**src/rtl/pps_sync_ctrl_pkg.sv**
```systemverilog
// -----------------------------------------------------------------------------
// pps_sync_ctrl_pkg
// Shared definitions for the PPS frame-sync controller: controller state
// encoding, default period/tolerance values and a period-window helper.
// -----------------------------------------------------------------------------
package pps_sync_ctrl_pkg;

  typedef enum logic [1:0] {
    ST_IDLE     = 2'd0,
    ST_ACQUIRE  = 2'd1,
    ST_LOCKED   = 2'd2,
    ST_HOLDOVER = 2'd3
  } pps_state_e;

  localparam int unsigned DEF_FREQ     = 30720000;
  localparam int unsigned DEF_PPS_TOL  = 64;
  localparam int unsigned DEF_LOCK_CNT = 3;
  localparam int unsigned DEF_HOLD_MAX = 4;

  // Inclusive window test used to classify a measured PPS period.
  function automatic logic in_window(input logic [31:0] cnt,
                                     input logic [31:0] lo,
                                     input logic [31:0] hi);
    return (cnt >= lo) && (cnt <= hi);
  endfunction

endpackage

```
**src/rtl/pps_sync_ctrl_edge_det.sv**
```systemverilog
// -----------------------------------------------------------------------------
// pps_edge_det
// Brings the asynchronous 1PPS input into the clk domain through a 2-flop
// synchronizer and emits a registered one-cycle pulse on each rising edge.
// The pulse is high in the third cycle after the cycle in which pps_i rose.
//
// Ports:
//   clk        in   system clock
//   rst_n      in   asynchronous active-low reset
//   pps_i      in   asynchronous 1PPS
//   pps_edge_o out  one-cycle rising-edge pulse
// -----------------------------------------------------------------------------
module pps_edge_det (
  input  logic clk,
  input  logic rst_n,
  input  logic pps_i,
  output logic pps_edge_o
);

  logic [1:0] sync_q;
  logic       prev_q;
  logic       edge_q;

  always_ff @(posedge clk or negedge rst_n) begin
    if (!rst_n) begin
      sync_q <= 2'b00;
      prev_q <= 1'b0;
      edge_q <= 1'b0;
    end else begin
      sync_q <= {sync_q[0], pps_i};
      prev_q <= sync_q[1];
      edge_q <= sync_q[1] & ~prev_q;
    end
  end

  assign pps_edge_o = edge_q;

endmodule

```
**src/rtl/pps_sync_ctrl.sv**
```systemverilog
// -----------------------------------------------------------------------------
// pps_sync_ctrl
// Qualifies a 1PPS reference against the expected period, locks after
// LOCK_CNT consecutive good periods, flywheels through up to HOLD_MAX missed
// pulses and issues a single sync_start pulse to the frame-sync counter on
// every ACQUIRE->LOCKED transition.
//
// Ports:
//   clk         in   system clock
//   rst_n       in   asynchronous active-low reset
//   pps_in      in   asynchronous 1PPS from GNSS/PTP
//   enable      in   level; 0 forces IDLE on the next cycle
//   delay_cfg   in   [31:0] PPS-to-frame offset, sampled only at lock
//   sync_start  out  one-cycle pulse on ACQUIRE->LOCKED
//   delay       out  [31:0] delay_cfg captured at lock
//   sync_enable out  high in LOCKED or HOLDOVER
//   pps_period  out  [31:0] last measured edge-to-edge period
//   pps_err     out  one-cycle pulse on bad period or holdover expiry
//   state       out  [1:0] controller state (IDLE/ACQUIRE/LOCKED/HOLDOVER)
//
// sync_start and pps_err are combinational pulses, high during the same
// cycle as the qualifying PPS edge (or overrun) that triggers them.
// -----------------------------------------------------------------------------
module pps_sync_ctrl
  import pps_sync_ctrl_pkg::*;
#(
  parameter int unsigned FREQ     = DEF_FREQ,
  parameter int unsigned PPS_TOL  = DEF_PPS_TOL,
  parameter int unsigned LOCK_CNT = DEF_LOCK_CNT,
  parameter int unsigned HOLD_MAX = DEF_HOLD_MAX
) (
  input  logic        clk,
  input  logic        rst_n,
  input  logic        pps_in,
  input  logic        enable,
  input  logic [31:0] delay_cfg,
  output logic        sync_start,
  output logic [31:0] delay,
  output logic        sync_enable,
  output logic [31:0] pps_period,
  output logic        pps_err,
  output logic [1:0]  state
);

  localparam logic [31:0] WIN_LO = 32'(FREQ - PPS_TOL);
  localparam logic [31:0] WIN_HI = 32'(FREQ + PPS_TOL);
  localparam logic [31:0] FREQ_W = 32'(FREQ);

  pps_state_e  state_q, state_d;
  logic [31:0] period_cnt_q, period_cnt_d;
  logic [31:0] pps_period_q, pps_period_d;
  logic [31:0] delay_q, delay_d;
  logic [15:0] good_cnt_q, good_cnt_d;
  logic [15:0] miss_cnt_q, miss_cnt_d;
  logic        first_seen_q, first_seen_d;
  logic        sync_start_c, pps_err_c;

  logic        pps_edge;
  logic        period_good;
  logic        overrun;
  logic [31:0] cnt_inc;
  logic [31:0] cnt_rebased;

  pps_edge_det u_edge_det (
    .clk        (clk),
    .rst_n      (rst_n),
    .pps_i      (pps_in),
    .pps_edge_o (pps_edge)
  );

  assign cnt_inc     = (period_cnt_q == '1) ? period_cnt_q : period_cnt_q + 32'd1;
  assign period_good = in_window(period_cnt_q, WIN_LO, WIN_HI);
  assign overrun     = period_cnt_q > WIN_HI;
  // Re-reference the count to the virtual edge that was due FREQ cycles in,
  // so the flywheel keeps the original cadence while no pulse arrives.
  assign cnt_rebased = period_cnt_q - FREQ_W + 32'd1;

  always_comb begin
    state_d      = state_q;
    period_cnt_d = pps_edge ? 32'd1 : cnt_inc;
    pps_period_d = pps_edge ? period_cnt_q : pps_period_q;
    delay_d      = delay_q;
    good_cnt_d   = good_cnt_q;
    miss_cnt_d   = miss_cnt_q;
    first_seen_d = first_seen_q;
    sync_start_c = 1'b0;
    pps_err_c    = 1'b0;

    if (!enable) begin
      // Disable wins over any edge arriving in the same cycle.
      state_d      = ST_IDLE;
      period_cnt_d = '0;
      pps_period_d = pps_period_q;
      good_cnt_d   = '0;
      miss_cnt_d   = '0;
      first_seen_d = 1'b0;
    end else begin
      case (state_q)
        ST_IDLE: begin
          period_cnt_d = '0;
          pps_period_d = pps_period_q;
          good_cnt_d   = '0;
          miss_cnt_d   = '0;
          first_seen_d = 1'b0;
          state_d      = ST_ACQUIRE;
        end

        ST_ACQUIRE: begin
          if (pps_edge) begin
            if (!first_seen_q) begin
              first_seen_d = 1'b1;
            end else if (period_good) begin
              if (good_cnt_q + 16'd1 >= 16'(LOCK_CNT)) begin
                state_d      = ST_LOCKED;
                good_cnt_d   = '0;
                delay_d      = delay_cfg;
                sync_start_c = 1'b1;
              end else begin
                good_cnt_d = good_cnt_q + 16'd1;
              end
            end else begin
              good_cnt_d = '0;
              pps_err_c  = 1'b1;
            end
          end else if (overrun) begin
            good_cnt_d   = '0;
            first_seen_d = 1'b0;
          end
        end

        ST_LOCKED: begin
          if (pps_edge) begin
            if (!period_good) begin
              pps_err_c    = 1'b1;
              state_d      = ST_ACQUIRE;
              good_cnt_d   = '0;
              first_seen_d = 1'b1;
            end
          end else if (overrun) begin
            state_d      = ST_HOLDOVER;
            miss_cnt_d   = 16'd1;
            period_cnt_d = cnt_rebased;
          end
        end

        ST_HOLDOVER: begin
          if (pps_edge) begin
            miss_cnt_d = '0;
            if (period_good) begin
              state_d = ST_LOCKED;
            end else begin
              pps_err_c    = 1'b1;
              state_d      = ST_ACQUIRE;
              good_cnt_d   = '0;
              first_seen_d = 1'b1;
            end
          end else if (overrun) begin
            if (miss_cnt_q + 16'd1 >= 16'(HOLD_MAX)) begin
              pps_err_c    = 1'b1;
              state_d      = ST_ACQUIRE;
              miss_cnt_d   = '0;
              good_cnt_d   = '0;
              first_seen_d = 1'b0;
            end else begin
              miss_cnt_d   = miss_cnt_q + 16'd1;
              period_cnt_d = cnt_rebased;
            end
          end
        end

        default: state_d = ST_IDLE;
      endcase
    end
  end

  always_ff @(posedge clk or negedge rst_n) begin
    if (!rst_n) begin
      state_q      <= ST_IDLE;
      period_cnt_q <= '0;
      pps_period_q <= '0;
      delay_q      <= '0;
      good_cnt_q   <= '0;
      miss_cnt_q   <= '0;
      first_seen_q <= 1'b0;
    end else begin
      state_q      <= state_d;
      period_cnt_q <= period_cnt_d;
      pps_period_q <= pps_period_d;
      delay_q      <= delay_d;
      good_cnt_q   <= good_cnt_d;
      miss_cnt_q   <= miss_cnt_d;
      first_seen_q <= first_seen_d;
    end
  end

  assign sync_start  = sync_start_c;
  assign pps_err     = pps_err_c;
  assign delay       = delay_q;
  assign pps_period  = pps_period_q;
  assign sync_enable = (state_q == ST_LOCKED) || (state_q == ST_HOLDOVER);
  assign state       = state_q;

endmodule

```
**config.mk**
```make
export PLATFORM = sky130hd
export DESIGN_NAME = pps_sync_ctrl
export DESIGN_NICKNAME = d
export VERILOG_FILES = /design/src/rtl/pps_sync_ctrl_pkg.sv /design/src/rtl/pps_sync_ctrl_edge_det.sv /design/src/rtl/pps_sync_ctrl.sv
export SDC_FILE = /design/constraint.sdc
export NUM_CORES = 1
export LEC_CHECK = 0
export CAP_MARGIN = 10
export CELL_PAD_IN_SITES_DETAIL_PLACEMENT = 0
export CELL_PAD_IN_SITES_GLOBAL_PLACEMENT = 1
export CORE_MARGIN = 1
export CORE_UTILIZATION = 45
export DETAILED_ROUTE_END_ITERATION = 6
export GPL_TIMING_DRIVEN = 0
export PLACE_DENSITY = 0.85
export SYNTH_ARGS = -nofsm -noshare
export SYNTH_HDL_FRONTEND = slang
export SYNTH_SLANG_ARGS = --single-unit
```
**constraint.sdc**
```tcl
create_clock -name clk -period 6.79 [get_ports clk]
set_clock_uncertainty 0.1 [all_clocks]
set_input_delay 0.679 -clock clk [delete_from_list [all_inputs] [get_ports clk]]
set_output_delay 0.679 -clock clk [all_outputs]
set_load 0.01 [all_outputs]
```
==> results of run 1 <==
[area by class of cell]
| cell class | instances | area [µm²] | area share |
|---|---|---|---|
| Tap cell | 184 | 230 | 0.0261 |
| Timing Repair Buffer | 105 | 1070 | 0.121 |
| Sequential cell | 135 | 3380 | 0.384 |
| Inverter | 22 | 82.6 | 0.00938 |
| Buffer | 32 | 139 | 0.0158 |
| Clock buffer | 19 | 443 | 0.0503 |
| Multi-Input combinational cell | 486 | 3320 | 0.377 |
| Clock inverter | 13 | 144 | 0.0163 |
[worst paths after layout]
kind / start / slack [ns] / endpoint / cells after the start
max in group asynchronous: rst_n / 5.68 / period_cnt_q[13]$_DFF_PN0_ / 2
worst min register to register: u_edge_det.sync_q[0]$_DFF_PN0_ / 0.25 / u_edge_det.sync_q[1]$_DFF_PN0_ / 0
worst max register to register: period_cnt_q[28]$_DFF_PN0_ / 3.05 / period_cnt_q[7]$_DFF_PN0_ / 10
worst max-delay path: period_cnt_q[28]$_DFF_PN0_ / 2.54 / sync_start / 7
min in group clk: u_edge_det.sync_q[0]$_DFF_PN0_ / 0.25 / u_edge_det.sync_q[1]$_DFF_PN0_ / 0
worst min-delay path: rst_n / 0.15 / good_cnt_q[11]$_DFFE_PN0P_ / 1
[cell usage after synthesis, types with 12 or more instances]
cell type / count / share of area
nor4_1: 12 / 0.011
nor3_1: 15 / 0.011
nand2_1: 59 / 0.032
clkbuf_1: 22 / 0.012
nand3_1: 27 / 0.020
nor2b_1: 17 / 0.015
inv_1: 22 / 0.012
mux2_2: 60 / 0.098
dfrtp_1: 135 / 0.49
and2_1: 20 / 0.018
nor2_1: 41 / 0.022
a21oi_1: 29 / 0.021
o21ai_0: 30 / 0.022
[layer usage]
layer / GRT usage / vias up / part of all wire
met2: 0.360 / 217 / 0.46
met3: 0.0637 / 28 / 0.071
met4: 0.0879 / 0 / 0.018
li1: - / 2731 / -
met5: 0 / - / 0
met1: 0.319 / 2855 / 0.45
[layout by cell type (no fill, tap or decap), types with 9 or more instances in the layout]
cell / count
a21oi_1: 29
and2_1: 20
and3_1: 11
buf_2: 9
clkbuf_1: 23
clkbuf_16: 17
clkdlybuf4s50_1: 103
dfrtp_1: 135
ha_1: 9
inv_1: 22
mux2_2: 60
nand2_1: 59
nand3_1: 27
nand4_1: 11
nor2_1: 41
nor2b_1: 17
nor3_1: 15
nor4_1: 12
o21ai_0: 30
or3_1: 9
xnor2_1: 9
xor2_1: 9
[through the flow]
| stage | hold slack (ns) | worst slack (ns) | TNS, ns | total power [µW] |
|---|---|---|---|---|
| 2_1_floorplan | 0.231 | 3.83 | 0 | 1080 |
| 3_3_place_gp | 0.234 | -0.215 | -27.34 | 1240 |
| 3_5_place_dp | 0.242 | 2.99 | 0 | 1240 |
| 4_1_cts | 0.173 | 2.53 | 0 | 2170 |
| 5_1_grt | 0.207 | 2.36 | 0 | 2250 |
| 6_report | 0.149 | 2.54 | 0 | 2160 |
[cells by family (layout without fill, tap and decap cells)]
kind of cell	after synthesis	count (layout)	synth area share
buffers and inverters	54	191	0.0320
AND/OR/NAND/NOR	246	246	0.188
XOR/XNOR	18	18	0.0228
flip-flops	135	135	0.488
adder cells (fa/ha/maj)	9	9	0.0163
multiplexers	65	65	0.105
AO/OA/AOI/OAI	148	148	0.148
[where the power goes]
part | internal (µW) | switching [µW]
Combinational | 142 | 243
Clock | 554 | 367
Sequential | 825 | 26.9
[sequential cells by signal, summed over array words and instances, names as in the netlist]
signal / cells
miss_cnt_q: 16
first_seen_q: 1
good_cnt_q: 16
u_edge_det.prev_q: 1
period_cnt_q: 32
state: 2
delay: 32
u_edge_det.pps_edge_o: 1
pps_period: 32
u_edge_det.sync_q: 2
==> impl_metrics.py, run 1 <==
metrics = {
    "routing": {
        "routed_wl_um": 17700,
        "antenna_left": 0,
        "dr.pass1.iters": 5,
        "drt_iter0_drc": 495,
        "wl_per_cell_um": 17.8,
        "viasPerCell": 5.85,
        "drc_errors": 0,
        "dr_total_vias": 5831,
    },
    "placement": {
        "port_buffers": 104,
        "gp_congestion": 0.884,
        "hpwl_um": 12700,
        "post-place-cells": 964,
        "placed_area_um2": 8220,
    },
    "floorplanning": {
        "initial_core_util": 0.469,
        "die_x_um": 126,
        "io_pins": 105,
        "die_y_um": 126,
        "fp.coreArea_um2": 14800,
        "die_area_um2": 15900,
        "rows": 44,
    },
    "global_route": {
        "grt_pass1_wl_um": 29500,
        "grt_max_degree": 73,
        "antenna_found_initial": 0,
        "overflow": 0,
        "grt_pass1_vias": 5857,
        "grt_usage": 0.235,
    },
    "yosys": {
        "ys.flop_type": "dfrtp_1",
        "yosys_warnings": 0,
        "syn_area_um2": 6920,
        "ys_seq_area_frac": 0.488,
        "avgSynthCellArea_um2": 10.3,
        "ys_ff_latch": 135,
        "synth_edf_count": 0,
        "syn-num-nets": 720,
        "synthDistinctLibCells": 68,
        "async_reset_ff_frac": 1.00,
        "synthCells": 675,
    },
    "sta": {
        "finalHoldViolations": 0,
        "timing.fmax_mhz": 235,
        "rsz0062_at_grt": "false",
        "slew_violations": 0,
        "period_needed_ns": 4.25,
        "finalCritPeriodShare": 0.626,
        "final-setup-viol-count": 0,
        "tightest_slew_ns": 0.824,
        "maxSlewHeadroom": 0.446,
    },
    "clock_tree": {
        "clock_sinks": 135,
        "cts_tree": "built",
        "cts_setup_buffers": 0,
        "clk_path_buf_depth": 2,
        "postCtsHoldBufs": 0,
        "ctsResizeCount": 0,
        "cts_buffers": 17,
        "htreeDepth": 4,
        "cts.clk_slew.worst_paths_ns": 0.06,
        "clock_latency_ns": 0.43,
        "clock-root-buffer": "clkbuf_16",
    },
    "finish": {
        "postLayoutCoreUtil": 0.597,
        "area_delta_synth_final_pct": 27.3,
        "fin_area_um2": 8810,
        "n_antenna_cell": 0,
        "n_fill_cell": 1262,
        "drive_gt1_frac": 0.143,
        "stdcell_count": 996,
        "finalNetCount": 844,
    },
    "worst_setup_path": {
        "timing.critical_path.buf_inv": 2,
        "cp-end-kind": "output pin",
        "path_max_fanout": 9,
        "max_stage_delay_ns": 0.65,
        "criticalPathCategory": "reg2out",
        "crit_family": "simple AND/OR/NAND/NOR gates",
        "crit_required_ns": 6.01,
        "worstPathArrival_ns": 3.47,
        "critPathLaunchType": "flop",
        "crit_slowest_cell": "nor4_1",
        "path_cells": "clkbuf_1 -> or4_1 -> nor4_1 -> and3_1 -> nand4bb_1 -> nor2b_1 -> clkdlybuf4s50_1",
    },
    "flow_run": {
        "maxCapViolCount": 0,
    },
    "power_and_ir_drop": {
        "p_leak_uw": 0.00380,
        "ir_worst_vdd_uv": 181,
        "p_per_area_nw_per_um2": 245,
    },
    "status": {
        "outcome": "complete, no violations",
    },
    "min_path": {
        "min_path_type": "in2async",
    },
}
(Power assumes the default switching activity.)
==> run 2, diff against run 1 <==
CORE_UTILIZATION = 42   (was 45)
PLACE_DENSITY = 0.81   (was 0.85)
clock period = 4.4 ns   (was 6.79 ns; I/O delays follow)
==> run 2 against run 1 <==
Compared with the run above: hold slack better by 0.11 ns; largest power group unchanged; sequential cell count unchanged; power up 61%; setup slack worse by 2.1 ns; critical path depth up 1; wire length down 0.22%; combinational power up 54%; highest routed layer unchanged; global-route usage down 1.3 points.
==> impl_metrics.py, run 2 (synthesized netlist as in run 1, its figures left out) <==
metrics = {
    "flow_run": {
        "maxCapViolCount": 0,
    },
    "finish": {
        "area_delta_synth_final_pct": 29.0,
        "drive_gt1_frac": 0.141,
        "finalNetCount": 845,
        "stdcell_count": 1029,
        "n_antenna_cell": 0,
        "layout_common_cells": "dfrtp_1, clkdlybuf4s50_1, mux2_2",
        "final_common_cell": "dfrtp_1",
        "n_fill_cell": 1451,
    },
    "status": {
        "outcome": "complete, no violations",
    },
    "clock_tree": {
        "clock_sinks": 135,
        "cts_tree": "built",
        "ctsResizeCount": 0,
        "htreeDepth": 4,
        "cts_buffers": 17,
        "clock-root-buffer": "clkbuf_16",
        "clk_path_buf_depth": 2,
        "clock_latency_ns": 0.41,
        "cts.clk_slew.worst_paths_ns": 0.06,
    },
    "power_and_ir_drop": {
        "p_comb_frac": 0.170,
        "total_power_uw": 3480,
        "p_sw_uw": 949,
        "p_per_area_nw_per_um2": 390,
        "p_leak_uw": 0.00384,
        "power.internal_uw": 2530,
        "p_sw_frac": 0.273,
        "ir_worst_vdd_uv": 304,
        "seqPwrFrac": 0.377,
        "clock_power_share": 0.453,
    },
    "floorplanning": {
        "die_area_um2": 17000,
        "die_x_um": 130,
        "io_pins": 105,
        "die_y_um": 130,
        "fp.coreArea_um2": 16000,
        "rows": 46,
        "initial_core_util": 0.433,
    },
    "sta": {
        "timing.fmax_mhz": 253,
        "finalCritPeriodShare": 0.898,
        "slew_violations": 0,
        "final-setup-viol-count": 0,
        "maxSlewHeadroom": 0.486,
        "rsz0062_at_grt": "false",
        "period_needed_ns": 3.95,
        "whs_ns": 0.259,
        "finalHoldViolations": 0,
        "tightest_slew_ns": 0.765,
        "setup_tns_ns": 0,
    },
    "routing": {
        "wl_per_cell_um": 17.2,
        "routed_wl_um": 17700,
        "dr.pass1.iters": 6,
        "drc_errors": 0,
        "dr_total_vias": 5853,
        "drt_iter0_drc": 428,
        "antenna_left": 0,
        "viasPerCell": 5.69,
    },
    "worst_setup_path": {
        "worstPathArrival_ns": 3.41,
        "crit_slowest_cell": "or4_1",
        "path_cells": "clkbuf_1 -> or4_1 -> nor4_1 -> o21a_2 -> a21oi_1 -> a31oi_1 -> nor2_1 -> clkdlybuf4s50_1",
        "critPathLaunchType": "flop",
        "crit_required_ns": 3.86,
        "criticalPathCategory": "reg2out",
        "path_max_fanout": 9,
        "cp-end-kind": "output pin",
        "max_stage_delay_ns": 0.63,
    },
    "global_route": {
        "grt_max_degree": 85,
        "grt_usage": 0.222,
        "grt_pass1_vias": 5765,
        "overflow": 0,
        "antenna_found_initial": 0,
        "grt_pass1_wl_um": 29000,
    },
    "placement": {
        "hpwl_um": 12800,
        "port_buffers": 104,
        "gp_congestion": 0.866,
        "post-place-cells": 996,
    },
    "min_path": {
        "min_path_type": "reg2reg",
    },
}
## run 2: metal layers
| layer | part of all wire | up-vias | track usage |
|---|---|---|---|
| met4 | 0.013 | 0 | 0.0642 |
| li1 | - | 2731 | - |
| met3 | 0.070 | 19 | 0.0504 |
| met2 | 0.47 | 237 | 0.355 |
| met5 | 0 | - | 0 |
| met1 | 0.44 | 2866 | 0.301 |
## run 2: worst paths after layout
check	start	to	slack, ns	depth (start not counted)
setup / recovery	period_cnt_q[28]$_DFF_PN0_	pps_err	0.45	8
hold / removal	u_edge_det.sync_q[0]$_DFF_PN0_	u_edge_det.sync_q[1]$_DFF_PN0_	0.26	0
setup reg to reg	period_cnt_q[28]$_DFF_PN0_	period_cnt_q[7]$_DFF_PN0_	0.73	10
hold reg to reg	u_edge_det.sync_q[0]$_DFF_PN0_	u_edge_det.sync_q[1]$_DFF_PN0_	0.26	0
max in group asynchronous	rst_n	period_cnt_q[26]$_DFF_PN0_	3.00	3
min in group asynchronous	rst_n	delay[10]$_DFFE_PN0P_	0.42	2
## run 2: worst max-delay path: cells and delay by family, from the launching register on
| kind | cells | cell delay [ns] |
|---|---|---|
| simple gates | 3 | 1.32 |
| buf+inv | 2 | 0.67 |
| compound gates | 3 | 0.63 |
| flops | 1 | 0.37 |
## run 2: layout make-up
class                      count  area, µm²  share of cell area
clock inverter                11        196              0.0220
sequential                   135       3380               0.378
inverter                      22       82.6             0.00925
tap                          216        270              0.0303
clock buffer                  21        460              0.0516
multi-input combinational    486       3320               0.372
buffer                        32        139              0.0156
timing repair buffer         106       1080               0.121
## run 2: what timing repair did
action / 4_1_cts / 5_1_grt
setup endpoints to repair: 0 / 0
hold endpoints to repair: 51 / 0
buffers inserted: 0 / 0
hold buffers: 1 / 0
## run 2: power groups by stage
stage | registers [µW] | clock network (µW) | logic (µW)
after floorplan | 1330 | 0 | 341
after global routing | 1320 | 1670 | 652
after global placement | 1330 | 0 | 570
after CTS | 1310 | 1600 | 586
final | 1310 | 1580 | 591
after detailed placement | 1330 | 0 | 580
## run 2: stage by stage
stage          worst slack, ns  utilization  cell area [µm²]
2_1_floorplan             1.44            -             6920
3_3_place_gp             -2.40        0.514             8230
3_5_place_dp             0.801        0.516             8260
4_1_cts                  0.447        0.558             8930
5_1_grt                  0.258        0.558             8930
6_report                 0.450        0.558             8930
==> run 3, diff against run 2 <==
GPL_ROUTABILITY_DRIVEN = 0   (was default)
==> run 3 against run 2 <==
Compared with the run above: sequential cell count did not move; via count rose by 0.73%; first-iteration DRC count rose by 22%; die area did not move; setup slack got worse by 0.045 ns; critical endpoint is now sync_start.
==> impl_metrics.py, run 3 (synthesized netlist as in run 1, its figures left out) <==
metrics = {
    "status": {
        "outcome": "complete, no violations",
    },
    "routing": {
        "drc_errors": 0,
        "antenna_left": 0,
        "viasPerCell": 5.73,
        "dr_total_vias": 5896,
        "wl_per_cell_um": 17.3,
        "routed_wl_um": 17800,
        "drt_iter0_drc": 523,
        "dr.pass1.iters": 5,
    },
    "sta": {
        "rsz0062_at_grt": "false",
        "period_needed_ns": 4.00,
        "finalCritPeriodShare": 0.908,
        "maxSlewHeadroom": 0.497,
        "timing.fmax_mhz": 250,
        "final-setup-viol-count": 0,
        "setup_tns_ns": 0,
        "slew_violations": 0,
        "tightest_slew_ns": 0.749,
        "finalHoldViolations": 0,
    },
    "global_route": {
        "overflow": 0,
        "grt_usage": 0.223,
        "grt_pass1_vias": 5717,
        "grt_pass1_wl_um": 29300,
        "grt_max_degree": 81,
        "antenna_found_initial": 0,
    },
    "floorplanning": {
        "io_pins": 105,
        "initial_core_util": 0.433,
        "die_x_um": 130,
        "rows": 46,
        "fp.coreArea_um2": 16000,
        "die_y_um": 130,
        "die_area_um2": 17000,
    },
    "worst_setup_path": {
        "critPathLaunchType": "flop",
        "cpMostUsedCell": "or4_1",
        "path_max_fanout": 9,
        "timing.critical_path.buf_inv": 2,
        "crit_required_ns": 3.86,
        "max_stage_delay_ns": 0.64,
        "criticalPathCategory": "reg2out",
        "worstPathArrival_ns": 3.46,
        "crit_slowest_cell": "or4_1",
        "crit_family": "simple AND/OR/NAND/NOR gates",
        "path_cells": "clkbuf_1 -> or4_1 -> or4_1 -> a211oi_1 -> or2_2 -> nand4bb_1 -> nor2b_1 -> clkdlybuf4s50_1",
        "cp-end-kind": "output pin",
    },
    "finish": {
        "finalNetCount": 845,
        "final_common_cell": "dfrtp_1",
        "drive_gt1_frac": 0.139,
        "stdcell_count": 1029,
        "n_antenna_cell": 0,
        "layout_common_cells": "dfrtp_1, clkdlybuf4s50_1, mux2_2",
        "area_delta_synth_final_pct": 28.3,
    },
    "clock_tree": {
        "postCtsHoldBufs": 1,
        "cts.clk_slew.worst_paths_ns": 0.06,
        "clock_latency_ns": 0.41,
        "clock_sinks": 135,
        "cts_buffers": 17,
        "ctsResizeCount": 0,
        "clock-root-buffer": "clkbuf_16",
        "clk_path_buf_depth": 2,
        "htreeDepth": 4,
        "cts_tree": "built",
        "cts_setup_buffers": 0,
    },
    "min_path": {
        "min_path_type": "reg2reg",
    },
    "placement": {
        "port_buffers": 104,
        "hpwl_um": 12900,
        "post-place-cells": 996,
    },
    "flow_run": {
        "maxCapViolCount": 0,
    },
    "power_and_ir_drop": {
        "p_per_area_nw_per_um2": 379,
        "ir_worst_vdd_uv": 310,
        "total_power_uw": 3360,
        "p_leak_uw": 0.00383,
    },
}
run 3: changes by cell type in the layout (fill, tap and decap cells not counted), sizes merged:
cell      previous run  this run
clkbuf              43        47
clkinvlp             2         1
bufinv               5         3
clkinv               4         3
run 3: final timing paths:
path | from | endpoint | slack, ns | depth (start not counted)
worst min-delay path | u_edge_det.sync_q[0]$_DFF_PN0_ | u_edge_det.sync_q[1]$_DFF_PN0_ | 0.25 | 0
worst min register to register | u_edge_det.sync_q[0]$_DFF_PN0_ | u_edge_det.sync_q[1]$_DFF_PN0_ | 0.25 | 0
worst max-delay path | period_cnt_q[28]$_DFF_PN0_ | sync_start | 0.40 | 8
worst max register to register | period_cnt_q[28]$_DFF_PN0_ | period_cnt_q[7]$_DFF_PN0_ | 0.68 | 10
min in group asynchronous | rst_n | delay[10]$_DFFE_PN0P_ | 0.44 | 2
max in group asynchronous | rst_n | miss_cnt_q[11]$_DFFE_PN0P_ | 2.99 | 3
run 3: area by class of cell:
type	count	area [µm²]
plain buffers	32	139
fillers	1471	7120
clock buffers	25	495
flip-flops and latches	135	3380
clock inverters	7	116
well taps	216	270
multi-input cells	486	3320
repair buffers	106	1080
inverters	22	82.6
run 3: power by group:
part	switching (µW)	internal [µW]	total, µW
Combinational	369	219	588
Sequential	38.7	1270	1310
Clock	512	951	1460
run 3: routing by layer:
metal	global-route usage	vias to the layer above	share of wire
met5	0	-	0
met4	0.0669	0	0.012
met3	0.0566	17	0.065
met2	0.356	209	0.48
met1	0.300	2942	0.45
li1	-	2728	-
run 3: per-stage QoR:
stage          hold WS, ns  cell area, µm²  worst slack, ns  utilization
2_1_floorplan       0.0444            6920             1.44            -
3_3_place_gp         0.233            8230            -2.37        0.514
3_5_place_dp         0.242            8260            0.759        0.516
4_1_cts              0.258            8880            0.425        0.555
5_1_grt              0.257            8880            0.224        0.555
6_report             0.255            8880            0.405        0.555
